===== config.mk =====
export PLATFORM = sky130hd
export DESIGN_NAME = uart_frame_ctrl
export DESIGN_NICKNAME = d
export VERILOG_FILES = /design/src/rtl/uart_frame_ctrl.sv
export SDC_FILE = /design/constraint.sdc
export NUM_CORES = 1
export LEC_CHECK = 0
export ABC_AREA = 1
export CAP_MARGIN = 40
export CORE_UTILIZATION = 61
export DETAILED_ROUTE_END_ITERATION = 16
export PLACE_DENSITY = 0.87
export REMOVE_ABC_BUFFERS = 1
export SYNTH_ARGS = -nofsm -noshare
export SYNTH_HDL_FRONTEND = slang
export SYNTH_SLANG_ARGS = --single-unit

===== constraint.sdc =====
create_clock -name clk -period 2.2 [get_ports clk]
set_clock_uncertainty 0.15 [all_clocks]
set_input_delay 0.33 -clock clk [delete_from_list [all_inputs] [get_ports clk]]
set_output_delay 0.33 -clock clk [all_outputs]
set_load 0.02 [all_outputs]

===== src/rtl/uart_frame_ctrl.sv =====
// Frame parser behind the UART receiver: HDR, LEN, payload, CHK -> buffered payload stream.
// Optional inter-byte timeout enabled by defining UART_FRAME_TOUT_EN.
module uart_frame_ctrl #(
  parameter int         CLK     = 50_000_000,
  parameter int         BPS     = 9600,
  parameter logic [7:0] HDR     = 8'hA5,
  parameter int         MAX_LEN = 16,
  parameter int         TOUT_B  = 3,
  localparam int        LEN_W   = $clog2(MAX_LEN + 1)
) (
  input  logic             clk,
  input  logic             rst,
  input  logic [7:0]       rx_data,
  input  logic             rx_vld,
  output logic [7:0]       frm_data,
  output logic             frm_vld,
  output logic             frm_last,
  input  logic             frm_rdy,
  output logic [LEN_W-1:0] frm_len,
  output logic             err_chk,
  output logic             err_len,
  output logic             err_tout,
  output logic             rx_drop,
  output logic             busy
);

  localparam int               PTR_W     = (MAX_LEN > 1) ? $clog2(MAX_LEN) : 1;
  localparam int               DEPTH     = 1 << PTR_W;
  localparam logic [7:0]       MAX_LEN_B = 8'(MAX_LEN);
  localparam logic [LEN_W-1:0] LEN_ONE   = LEN_W'(1);
  localparam logic [PTR_W-1:0] PTR_ONE   = PTR_W'(1);
  localparam logic [PTR_W-1:0] PTR_ZERO  = '0;

  typedef enum logic [2:0] {
    S_IDLE = 3'd0,
    S_LEN  = 3'd1,
    S_DATA = 3'd2,
    S_CHK  = 3'd3,
    S_OUT  = 3'd4
  } state_t;

  state_t           state_q, state_d;
  logic [LEN_W-1:0] len_q, len_d;
  logic [PTR_W-1:0] wr_q, wr_d, rd_q, rd_d;
  logic [7:0]       sum_q, sum_d;
  logic [7:0]       frm_data_q, frm_data_d;
  logic             frm_vld_q, frm_vld_d, frm_last_q, frm_last_d;
  logic             err_chk_q, err_chk_d, err_len_q, err_len_d;
  logic             err_tout_q, err_tout_d, rx_drop_q, rx_drop_d;
  logic             busy_q, busy_d;
  logic             mem_we, tout_hit;
  logic [PTR_W-1:0] last_idx, rd_nxt;
  logic [7:0]       mem_q [DEPTH];

  function automatic logic [7:0] sum8(input logic [7:0] a, input logic [7:0] b);
    return a + b;
  endfunction

  assign last_idx = PTR_W'(len_q - LEN_ONE);
  assign rd_nxt   = rd_q + PTR_ONE;

`ifdef UART_FRAME_TOUT_EN
  localparam int              BYTE_CNT = 10 * CLK / BPS;
  localparam int              TOUT_CNT = TOUT_B * BYTE_CNT;
  localparam int              TC_W     = $clog2(TOUT_CNT + 1);
  localparam logic [TC_W-1:0] TC_LAST  = TC_W'(TOUT_CNT - 1);
  localparam logic [TC_W-1:0] TC_ONE   = TC_W'(1);

  logic [TC_W-1:0] tout_q, tout_d;
  logic            in_frame;

  // Idle-time counter; any received byte or leaving the frame states clears it.
  always_comb begin
    in_frame = (state_q == S_LEN) || (state_q == S_DATA) || (state_q == S_CHK);
    tout_hit = in_frame && (tout_q == TC_LAST);
    if (in_frame && !rx_vld && !tout_hit) begin
      tout_d = tout_q + TC_ONE;
    end else begin
      tout_d = '0;
    end
  end

  always_ff @(posedge clk or posedge rst) begin
    if (rst) begin
      tout_q <= '0;
    end else begin
      tout_q <= tout_d;
    end
  end
`else
  assign tout_hit = 1'b0;
`endif

  // Next-state and next-output logic; a byte in the same cycle as terminal count wins.
  always_comb begin
    state_d    = state_q;
    len_d      = len_q;
    wr_d       = wr_q;
    rd_d       = rd_q;
    sum_d      = sum_q;
    frm_data_d = frm_data_q;
    frm_vld_d  = frm_vld_q;
    frm_last_d = frm_last_q;
    err_chk_d  = 1'b0;
    err_len_d  = 1'b0;
    err_tout_d = 1'b0;
    rx_drop_d  = 1'b0;
    mem_we     = 1'b0;
    case (state_q)
      S_IDLE: begin
        if (rx_vld && (rx_data == HDR)) begin
          state_d = S_LEN;
        end else begin
          state_d = S_IDLE;
        end
      end
      S_LEN: begin
        if (rx_vld) begin
          sum_d = rx_data;
          if ((rx_data == 8'd0) || (rx_data > MAX_LEN_B)) begin
            err_len_d = 1'b1;
            state_d   = S_IDLE;
          end else begin
            len_d   = rx_data[LEN_W-1:0];
            wr_d    = PTR_ZERO;
            state_d = S_DATA;
          end
        end else if (tout_hit) begin
          err_tout_d = 1'b1;
          state_d    = S_IDLE;
        end else begin
          state_d = S_LEN;
        end
      end
      S_DATA: begin
        if (rx_vld) begin
          mem_we = 1'b1;
          sum_d  = sum8(sum_q, rx_data);
          wr_d   = wr_q + PTR_ONE;
          if (wr_q == last_idx) begin
            state_d = S_CHK;
          end else begin
            state_d = S_DATA;
          end
        end else if (tout_hit) begin
          err_tout_d = 1'b1;
          state_d    = S_IDLE;
        end else begin
          state_d = S_DATA;
        end
      end
      S_CHK: begin
        if (rx_vld) begin
          if (rx_data == sum_q) begin
            rd_d       = PTR_ZERO;
            frm_vld_d  = 1'b1;
            frm_data_d = mem_q[PTR_ZERO];
            frm_last_d = (len_q == LEN_ONE);
            state_d    = S_OUT;
          end else begin
            err_chk_d = 1'b1;
            state_d   = S_IDLE;
          end
        end else if (tout_hit) begin
          err_tout_d = 1'b1;
          state_d    = S_IDLE;
        end else begin
          state_d = S_CHK;
        end
      end
      S_OUT: begin
        rx_drop_d = rx_vld;
        if (frm_vld_q && frm_rdy) begin
          if (frm_last_q) begin
            frm_vld_d  = 1'b0;
            frm_last_d = 1'b0;
            state_d    = S_IDLE;
          end else begin
            rd_d       = rd_nxt;
            frm_data_d = mem_q[rd_nxt];
            frm_last_d = (rd_nxt == last_idx);
            state_d    = S_OUT;
          end
        end else begin
          state_d = S_OUT;
        end
      end
      default: begin
        frm_vld_d  = 1'b0;
        frm_last_d = 1'b0;
        state_d    = S_IDLE;
      end
    endcase
    busy_d = (state_d != S_IDLE);
  end

  // State, counters and registered outputs.
  always_ff @(posedge clk or posedge rst) begin
    if (rst) begin
      state_q    <= S_IDLE;
      len_q      <= '0;
      wr_q       <= '0;
      rd_q       <= '0;
      sum_q      <= 8'd0;
      frm_data_q <= 8'd0;
      frm_vld_q  <= 1'b0;
      frm_last_q <= 1'b0;
      err_chk_q  <= 1'b0;
      err_len_q  <= 1'b0;
      err_tout_q <= 1'b0;
      rx_drop_q  <= 1'b0;
      busy_q     <= 1'b0;
    end else begin
      state_q    <= state_d;
      len_q      <= len_d;
      wr_q       <= wr_d;
      rd_q       <= rd_d;
      sum_q      <= sum_d;
      frm_data_q <= frm_data_d;
      frm_vld_q  <= frm_vld_d;
      frm_last_q <= frm_last_d;
      err_chk_q  <= err_chk_d;
      err_len_q  <= err_len_d;
      err_tout_q <= err_tout_d;
      rx_drop_q  <= rx_drop_d;
      busy_q     <= busy_d;
    end
  end

  // Payload buffer; contents need no reset.
  always_ff @(posedge clk) begin
    if (mem_we) begin
      mem_q[wr_q] <= rx_data;
    end
  end

  assign frm_data = frm_data_q;
  assign frm_vld  = frm_vld_q;
  assign frm_last = frm_last_q;
  assign frm_len  = len_q;
  assign err_chk  = err_chk_q;
  assign err_len  = err_len_q;
  assign err_tout = err_tout_q;
  assign rx_drop  = rx_drop_q;
  assign busy     = busy_q;

endmodule


==> results.py <==
metrics = {
    "critical_path": {
        "worst-path-buf-inv": 1,
        "cp_slowest_cell": "clkdlybuf4s50_1",
        "path_max_fanout": 7,
        "worstSetupStartpointType": "flop",
        "cp_top_family": "buffers and inverters",
        "crit_required_ps": 1720,
        "crit_type": "reg -> out",
        "end_kind": "primary output",
        "cp_cell_sequence": "clkdlybuf4s50_1",
        "cp.arrival_ps": 1610,
        "max_stage_delay_ps": 690,
    },
    "clocking": {
        "root_buffer": "clkbuf_16",
        "cts_tree": "yes",
        "htreeDepth": 4,
        "cts.sinks": 166,
        "clk_latency_ps": 430,
        "path_clk_slew_ps": 60,
        "clk_path_buf_depth": 2,
        "cts-buffers-inserted": 17,
    },
    "drt": {
        "dr.pass1.iters": 6,
        "routedWlPerCell_um": 18.2,
        "vias": 6503,
        "routed_wirelength_um": 20500,
        "drc_errors": 0,
        "postRouteAntennaNets": 0,
        "drt-initial-drc-count": 1045,
        "avgViaCountPerCell": 5.77,
    },
    "sta": {
        "tightest_slew_ps": 504,
        "timing.final.crit_period_ps": 2090,
        "max_freq_ghz": 0.478,
        "slew_headroom_pct": 66.4,
        "setup_viol": 0,
        "hold_violations": 0,
        "tns_ps": 0,
        "rsz0062_at_grt": "false",
        "slew_violations": 0,
        "min_period_over_period_pct": 95.2,
        "fin_ws_ps": 107,
    },
    "grt": {
        "grt_start_max_net_pins": 69,
        "gr-total-overflow": 0,
        "grtUsageTotal_pct": 32.2,
        "grt_pass1_vias": 6182,
        "grt_pass1_wl_um": 31600,
        "antenna_found_initial": 0,
    },
    "synth": {
        "muxShareOfSynthArea_pct": 0,
        "netlist_instances": 863,
        "synthArstFlopShare_pct": 22.9,
        "synth.ff_latch_count": 166,
        "synth_top_area_share_pct": 48.2,
        "synth_simple_gate_area_share_pct": 26.1,
        "synth_seq_area_share_pct": 60.1,
        "synth_compound_area_share_pct": 2.54,
        "syn_area_mm2": 0.00797,
        "synthTopCellsByCount": "nand2_1 (312), edfxtp_1 (128), nand3_1 (102)",
        "synth.most_common_cell": "nand2_1",
        "yosysUniqueCellTypes": 33,
        "synth_fa_ha_area_share_pct": 2.45,
        "yosysWarnings": 0,
        "synth_top_flop_cell": "edfxtp_1",
        "yosys.area.top_type": "edfxtp_1",
        "synth_enable_flop_cells": 128,
        "synthTopCellsByArea": "edfxtp_1 (48%), nand2_1 (15%), dfrtp_1 (12%)",
        "synth_xor_area_share_pct": 1.91,
        "syn_area_per_cell_um2": 9.24,
        "synth_top_family_by_area": "simple AND/OR/NAND/NOR gates",
    },
    "die": {
        "dieWidth_um": 116,
        "rows": 41,
        "start_util_pct": 62.9,
        "die-area_mm2": 0.0135,
        "die_h_um": 116,
        "ios": 32,
        "coreArea_mm2": 0.0127,
    },
    "cells_and_area": {
        "layout-drive-gt1-share_pct": 12.2,
        "diodes": 0,
        "fin_util_pct": 74.2,
        "nFillCells": 835,
        "area_growth_pct": 17.9,
        "nets": 970,
    },
    "power_and_ir_drop": {
        "clkPwrFrac_pct": 28.4,
        "switching_share_pct": 34.0,
        "powerDensity_mw_per_mm2": 994,
        "ir_drop_v": 0.000561,
        "pwr-share-comb_pct": 32.7,
        "seqPwrFrac_pct": 38.9,
        "fin_total_pwr_uw": 9350,
        "leakagePower_uw": 0.00424,
        "intPower_uw": 6170,
        "p_sw_uw": 3180,
    },
    "min_path": {
        "hold_class": "in -> async",
    },
    "placed_design": {
        "gp_congestion": 0.851,
        "dp_hpwl_um": 12600,
        "port_buffers": 30,
        "place_worst_setup_slack_ps": -365,
    },
    "outcome": {
        "status": "finished clean",
    },
    "flow_run": {
        "drv_cap": 0,
    },
}
## timing repair
item / CTS / global route
endpoints found under the setup margin: 0 / 12
hold buffers: 0 / 0
resized for setup: 0 / 3
setup buffers: 0 / 0
## flip-flops by register name, summed over array words and instances (netlist names)
register  count
err_len       1
busy          1
rd_q          4
frm_data      8
frm_last      1
err_chk       1
frm_vld       1
wr_q          4
sum_q         8
frm_len       5
rx_drop       1
mem_q       128
state_q       3
## stage by stage
stage	cell area (um2)	std cells	hold slack, ps
2_1_floorplan	7820	831	279
4_1_cts	9360	1127	80.5
5_1_grt	9400	1128	102
6_report	9400	1128	80.8
3_5_place_dp	8850	1095	327
3_3_place_gp	8850	1095	316
## logic make-up after synthesis
family,count (synthesis)
adder cells (fa/ha/maj),15
buffers and inverters,137
XOR/XNOR,14
flip-flops,166
AO/OA/AOI/OAI,39
other,1
AND/OR/NAND/NOR,491
## layer usage
layer / global-route usage, % / vias up / part of all wire, %
met4: 17.5 / 0 / 4.2
met2: 52.1 / 423 / 49
met1: 41.0 / 3028 / 37
met5: 0 / - / 0
li1: - / 2961 / -
met3: 6.54 / 91 / 9.7
## final cells by class
| cell class | count | area [um2] | share of cell area (%) |
|---|---|---|---|
| clock buffers | 26 | 459 | 4.88 |
| clock inverters | 6 | 52.6 | 0.559 |
| inverters | 105 | 394 | 4.19 |
| multi-input cells | 560 | 2640 | 28.1 |
| flip-flops and latches | 166 | 4800 | 51.0 |
| well taps | 172 | 215 | 2.29 |
| repair buffers | 93 | 845 | 8.98 |
## cells in the final DEF (no fill, tap or decap), drive strengths merged
| cell type | instances |
|---|---|
| a21o | 1 |
| a21oi | 17 |
| a2bb2oi | 1 |
| a31oi | 1 |
| buf | 62 |
| bufinv | 1 |
| clkbuf | 27 |
| clkdlybuf4s50 | 30 |
| clkinv | 5 |
| conb | 1 |
| dfrtp | 38 |
| edfxtp | 128 |
| fa | 1 |
| ha | 14 |
| inv | 105 |
| nand2 | 312 |
| nand3 | 111 |
| nand3b | 1 |
| nand4 | 5 |
| nor2 | 51 |
| nor3 | 7 |
| nor4 | 3 |
| o21ai | 19 |
| or2 | 1 |
| xnor2 | 6 |
| xor2 | 8 |
## worst paths after layout
check,startpoint,end,slack (ps),depth (start not counted)
max reg2reg,rd_q[0],frm_data[6],120,10
max,frm_len[0],frm_len[0],110,1
min reg2reg,frm_data[6],frm_data[6],340,2
max in group asynchronous,rst,sum_q[6],1500,3
min,rst,frm_data[0],80,3
min in group clk,frm_data[6],frm_data[6],340,2
## power groups by stage
stage | logic [uW] | registers (uW) | clock network, uW
finish | 3050 | 3640 | 2660
global route | 3320 | 3650 | 2810
CTS | 2910 | 3630 | 2670
detailed placement | 2840 | 3690 | 0
global placement | 2750 | 3680 | 0
floorplan | 1570 | 3850 | 0
Power figures use the tool's default switching activity.
